<file path="src/rtl/rr_reg_arbiter_if.sv">
// Requester-side bundle for the shared-register round-robin arbiter.
// Master drives req/wdata; slave (the arbiter) returns grant and register state.
interface rr_reg_arbiter_if #(
    parameter int N_REQ  = 4,
    parameter int DATA_W = 8
);
    localparam int OWN_W = $clog2(N_REQ);

    logic [N_REQ-1:0]        req;
    logic [N_REQ*DATA_W-1:0] wdata;
    logic [N_REQ-1:0]        gnt;
    logic [DATA_W-1:0]       q;
    logic                    q_valid;
    logic [OWN_W-1:0]        q_owner;
    logic                    busy;

    modport master (
        output req, wdata,
        input  gnt, q, q_valid, q_owner, busy
    );

    modport slave (
        input  req, wdata,
        output gnt, q, q_valid, q_owner, busy
    );
endinterface

</file>
<file path="src/rtl/rr_reg_arbiter.sv">
// Round-robin arbiter sharing one capture register between N_REQ requesters.
// Define ARB_FIXED_PRIO_EN for fixed lowest-index-wins priority (no pointer).
module rr_reg_arbiter #(
    parameter int N_REQ    = 4,
    parameter int DATA_W   = 8,
    parameter int HOLD_CYC = 0
) (
    input  logic            clk,
    input  logic            rst_n,
    rr_reg_arbiter_if.slave bus
);
    localparam int OWN_W = $clog2(N_REQ);
    localparam int SUM_W = OWN_W + 1;
    localparam int CNT_W = 8;

    typedef enum logic {
        IDLE,
        HOLD
    } state_t;

    state_t             state_q, state_d;
    logic [CNT_W-1:0]   cnt_q, cnt_d;
    logic [N_REQ-1:0]   gnt_q, gnt_d;
    logic [DATA_W-1:0]  q_q, q_d;
    logic [OWN_W-1:0]   own_q, own_d;
    logic               vld_q, vld_d;
    logic               busy_q, busy_d;
    logic [OWN_W-1:0]   base;
    logic               win_vld;
    logic [OWN_W-1:0]   win_idx;
    logic [SUM_W-1:0]   cand;

`ifdef ARB_FIXED_PRIO_EN
    assign base = '0;
`else
    logic [OWN_W-1:0]   ptr_q, ptr_d;
    assign base = ptr_q;
`endif

    // Rotating search for the first pending requester starting at base.
    always_comb begin
        win_vld = 1'b0;
        win_idx = '0;
        cand    = '0;
        for (int k = 0; k < N_REQ; k++) begin
            cand = {1'b0, base} + SUM_W'(k);
            if (cand >= SUM_W'(N_REQ)) begin
                cand = cand - SUM_W'(N_REQ);
            end
            if (!win_vld && bus.req[cand[OWN_W-1:0]]) begin
                win_vld = 1'b1;
                win_idx = cand[OWN_W-1:0];
            end
        end
    end

    // Next state: grant and capture in IDLE, count down the hold window.
    always_comb begin
        state_d = state_q;
        cnt_d   = cnt_q;
        gnt_d   = '0;
        q_d     = q_q;
        own_d   = own_q;
        vld_d   = vld_q;
        busy_d  = busy_q;
`ifndef ARB_FIXED_PRIO_EN
        ptr_d   = ptr_q;
`endif
        unique case (state_q)
            IDLE: begin
                if (win_vld) begin
                    gnt_d[win_idx] = 1'b1;
                    q_d   = bus.wdata[win_idx*DATA_W +: DATA_W];
                    own_d = win_idx;
                    vld_d = 1'b1;
`ifndef ARB_FIXED_PRIO_EN
                    if (win_idx == OWN_W'(N_REQ - 1)) begin
                        ptr_d = '0;
                    end else begin
                        ptr_d = win_idx + OWN_W'(1);
                    end
`endif
                    if (HOLD_CYC > 0) begin
                        cnt_d   = CNT_W'(HOLD_CYC - 1);
                        state_d = HOLD;
                        busy_d  = 1'b1;
                    end
                end
            end
            HOLD: begin
                if (cnt_q == '0) begin
                    state_d = IDLE;
                    busy_d  = 1'b0;
                end else begin
                    cnt_d = cnt_q - CNT_W'(1);
                end
            end
            default: begin
                state_d = IDLE;
                busy_d  = 1'b0;
            end
        endcase
    end

    // State and output registers, cleared asynchronously.
    always_ff @(posedge clk or negedge rst_n) begin
        if (!rst_n) begin
            state_q <= IDLE;
            cnt_q   <= '0;
            gnt_q   <= '0;
            q_q     <= '0;
            own_q   <= '0;
            vld_q   <= 1'b0;
            busy_q  <= 1'b0;
        end else begin
            state_q <= state_d;
            cnt_q   <= cnt_d;
            gnt_q   <= gnt_d;
            q_q     <= q_d;
            own_q   <= own_d;
            vld_q   <= vld_d;
            busy_q  <= busy_d;
        end
    end

`ifndef ARB_FIXED_PRIO_EN
    // Round-robin pointer, cleared asynchronously.
    always_ff @(posedge clk or negedge rst_n) begin
        if (!rst_n) begin
            ptr_q <= '0;
        end else begin
            ptr_q <= ptr_d;
        end
    end
`endif

    assign bus.gnt     = gnt_q;
    assign bus.q       = q_q;
    assign bus.q_valid = vld_q;
    assign bus.q_owner = own_q;
    assign bus.busy    = busy_q;
endmodule

</file>
<file path="src/flat_wrapper.sv">
// flat-port wrapper written by rule: the top's interface ports become plain ports
module rr_reg_arbiter_flat 
#(
    parameter int N_REQ    = 4,
    parameter int DATA_W   = 8,
    parameter int HOLD_CYC = 0
)
  (clk, rst_n, bus_req, bus_wdata, bus_gnt, bus_q, bus_q_valid, bus_q_owner, bus_busy);
  rr_reg_arbiter_if #(.N_REQ(N_REQ), .DATA_W(DATA_W)) bus_i ();
  input  logic clk;
  input  logic rst_n;
  input wire logic [$bits(bus_i.req)-1:0] bus_req;
  input wire logic [$bits(bus_i.wdata)-1:0] bus_wdata;
  output wire logic [$bits(bus_i.gnt)-1:0] bus_gnt;
  output wire logic [$bits(bus_i.q)-1:0] bus_q;
  output wire logic [$bits(bus_i.q_valid)-1:0] bus_q_valid;
  output wire logic [$bits(bus_i.q_owner)-1:0] bus_q_owner;
  output wire logic [$bits(bus_i.busy)-1:0] bus_busy;
  assign bus_i.req = bus_req;
  assign bus_i.wdata = bus_wdata;
  assign bus_gnt = bus_i.gnt;
  assign bus_q = bus_i.q;
  assign bus_q_valid = bus_i.q_valid;
  assign bus_q_owner = bus_i.q_owner;
  assign bus_busy = bus_i.busy;
  rr_reg_arbiter #(.N_REQ(N_REQ), .DATA_W(DATA_W), .HOLD_CYC(HOLD_CYC)) u_core (.clk(clk), .rst_n(rst_n), .bus(bus_i));
endmodule
</file>
<file path="config.mk">
export PLATFORM = sky130hd
export DESIGN_NAME = rr_reg_arbiter_flat
export DESIGN_NICKNAME = d
export VERILOG_FILES = /design/src/rtl/rr_reg_arbiter_if.sv /design/src/rtl/rr_reg_arbiter.sv /design/src/flat_wrapper.sv
export SDC_FILE = /design/constraint.sdc
export NUM_CORES = 1
export LEC_CHECK = 0
export BUFFER_PORTS_ARGS = -buffer_cell sky130_fd_sc_hd__buf_2
export CAP_MARGIN = 5
export CORE_UTILIZATION = 25
export CTS_BUF_LIST = sky130_fd_sc_hd__clkbuf_16
export DETAILED_ROUTE_END_ITERATION = 8
export GPL_TIMING_DRIVEN = 0
export PLACE_DENSITY = 0.45
export SLEW_MARGIN = 15
export SYNTH_ARGS = -nofsm -noshare
export SYNTH_HDL_FRONTEND = slang
export SYNTH_SLANG_ARGS = --single-unit
export TNS_END_PERCENT = 50
</file>
<file path="constraint.sdc">
create_clock -name clk -period 1.95 [get_ports clk]
set_input_delay 0.39 -clock clk [delete_from_list [all_inputs] [get_ports clk]]
set_output_delay 0.39 -clock clk [all_outputs]
set_load 0.02 [all_outputs]
</file>
==> results.toml <==
[route]
via_per_inst = 4.56
met2WireLength_mm = 1.54
vias = 1214
ant_nets = 0
drc = 0
wl_per_cell_um = 12.9
top_layer_used = "met4"
firstDrtPassIters = 4
wl_met1_mm = 1.65
dr_wl_met3_um = 212
dr.first_iter.drc_count = 49
routed_wl_mm = 3.44

[die]
die_y_um = 78.3
top_level_ports = 54
die_w_um = 78.3
dieArea_um2 = 6130
start_util_pct = 26.1
rows = 27
design.core.area_um2 = 5570

[hold_path]
hold_path.class = "input port to async pin"

[sta]
rsz0062_at_grt = "yes"
worst_slack_ps = 59.5
tns_ps = 0
skew_ps = 6.35
hold_viol = 0
worst-slew-pin-transition_ps = 585
max_slew_margin_pct = 61.0
period_minus_slack_ps = 1890
clock.fmax_ghz = 0.529
timing.final.crit_share_pct = 96.9
final-setup-viol-count = 0
slew_violations = 0

[status]
outcome = "finished, final reports clean"

[clock_network]
htreeDepth = 1
holdBufCountCts = 0
clk_latency_ps = 260
cts_setup_buffers = 0
clkSinkCount = 26
clock-root-buffer = "clkbuf_16"
cts_tree = "done"
ctsResizeCount = 0
clk_path_buf_depth = 2
clkTransAtPathRegs_ps = 70
cts_made_buffers = 3

[worst_setup_path]
crit_arrival_ps = 2010
cp_slowest_cell = "a2111oi_2"
cpPeakStageDelay_ps = 450
cp_cell_sequence = "nand2b_1, a21o_1, buf_2, nand2_8, inv_4, a2111oi_2, a211oi_1"
cp-start-kind = "flip-flop"
worstPathRequired_ps = 2070
endpoint_kind = "flip-flop"
cp_max_fo = 9
path_class = "flip-flop to flip-flop"

[synth]
yosys.area.top_type = "dfrtp_1"
syn_area_um2 = 1460
synth_compound_area_share_pct = 22.1
synth-warning-count = 0
synth-simple-area-share_pct = 16.9
syn_nets = 178
yosys.area_share.xor_xnor_pct = 3.01
synthAdderAreaFrac_pct = 1.72
synth_edf_count = 0
synth_top_family_by_area = "compound AO/OA/AOI/OAI gates"
syn_inst = 138
synth-seq-cells = 26
synth.yosys.seq_area_share_pct = 44.7
yosys-mux-area-fraction_pct = 6.19
synth_area_leaders = "dfrtp_1 45%, a2111oi_2 8.2%, mux2i_1 6.2%, a211oi_1 4.1%, a21boi_0 4.1%"
synth_top_cell_area_share_pct = 44.7
synth_ff_type = "dfrtp_1"
synth.distinct_cells = 38
synth_area_per_cell_um2 = 10.6
synthArstFlopShare_pct = 100

[placed_design]
dp.cells = 262
io_buffers = 52
dp.final_hpwl_mm = 2.68
place_congestion = 0.736
post-place-ws_ps = 35.2

[grt]
antenna_found_initial = 0
grt_max_degree = 27
grt_pass1_wl_mm = 5.82
grt_pass1_vias = 1173
grt-ovfl-total = 0
grt_use_total_pct = 12.4

[cells_and_area]
num_antenna_cells = 0
area.growth.synth_to_final_pct = 32.1
drive_above_1_share_pct = 39.7
fin_nets = 235
final_util_pct = 34.5
num-fill-cells = 587
instances_no_fill = 266

[power_and_ir_drop]
ir_drop_mv = 0.535
leakagePower_nw = 0.940
power.density_nw_per_um2 = 1260

[run]
maxCapViolations = 0
-- cells by family after synthesis --
logic type,count (synthesis)
adder cells (fa/ha/maj),2
other,1
buffers and inverters,14
multiplexers,9
flip-flops,26
AO/OA/AOI/OAI,37
AND/OR/NAND/NOR,44
XOR/XNOR,5
-- critical path, delay by kind of cell, from the launching register on --
kind                   cells  cell delay [ps]
buffers and inverters      2              270
AOI/OAI and AO/OA          3              720
and+or+nand+nor            2              330
DFF                        1              430
-- where the power goes --
group	internal, mW	total, mW	switching (mW)
Sequential	0.700	0.792	0.0919
Combinational	0.414	1.04	0.622
Clock	0.408	0.595	0.187
Total	1.52	2.42	0.900
-- worst paths after layout --
check,startpoint,end,slack (ps),cells past startpoint
min reg2reg,u_core.bus.q_valid,u_core.bus.q_valid,460,1
max,u_core.base[1],u_core.bus.q[5],60,7
max reg2reg,u_core.base[1],u_core.bus.q[5],60,7
max in group asynchronous,rst_n,u_core.cnt_q[0],1430,1
min in group clk,u_core.bus.q_valid,u_core.bus.q_valid,460,1
min,rst_n,u_core.bus.q[7],120,1
-- cells in the mapped netlist (2+ instances only) --
library cell	count
xnor2_1	2
nor3_1	2
or2_1	2
o21ai_0	2
nand2b_1	5
ha_1	2
buf_2	4
xor2_1	3
a2111oi_2	8
a211oi_1	8
and2_1	2
buf_4	2
a21oi_1	3
a21boi_0	8
inv_1	4
dfrtp_1	26
nand2_1	12
mux2i_1	9
nor4_1	4
o21ai_1	2
a21o_1	2
nor2_1	10
-- stage by stage --
stage / area, µm² / total power [mW] / hold WS, ps
floorplan: 1460 / 1.52 / 94.4
global placement: 1810 / 1.85 / 435
detailed placement: 1810 / 1.85 / 436
CTS: 1910 / 2.46 / 152
global route: 1920 / 2.59 / 172
finish: 1920 / 2.42 / 124
-- area by class of cell --
| cell class | count | area, µm² | area share, % |
|---|---|---|---|
| multi-input cells | 98 | 743 | 38.6 |
| flip-flops and latches | 26 | 651 | 33.8 |
| repair buffers | 52 | 260 | 13.5 |
| well taps | 72 | 90.1 | 4.68 |
| clock buffers | 3 | 75.1 | 3.90 |
| plain buffers | 8 | 50.0 | 2.60 |
| clock inverters | 1 | 30.0 | 1.56 |
| inverters | 6 | 25.0 | 1.30 |
-- placed cells by master, fill, tap and decap left out, drive strengths merged --
master,n
inv,6
and2,2
or2,3
or4b,1
nand2,13
conb,1
mux2i,9
nand2b,5
a2111oi,8
a21boi,8
clkbuf,4
a21o,2
a211oi,8
a2bb2oi,1
nor2b,1
a21oi,3
bufinv,1
nor3,2
ha,2
nor4,4
o21ai,4
nor4b,1
o22ai,1
buf,59
dfrtp,26
xnor2,2
nor2,10
or4,1
o31ai,1
o22a,1
nand3b,1
xor2,3
-- state kept, by name, summed over array words and instances, names as in the netlist --
name                count
u_core.cnt_q            8
u_core.bus.gnt          4
u_core.bus.q            8
u_core.state_q          1
u_core.base             2
u_core.bus.q_owner      2
u_core.bus.q_valid      1
-- metal layers --
metal / global-route usage [%] / vias up
li1: - / 616
met1: 16.9 / 551
met2: 19.2 / 45
met3: 2.91 / 2
met4: 3.89 / 0
met5: 0 / -
Power figures use the tool's default switching activity.
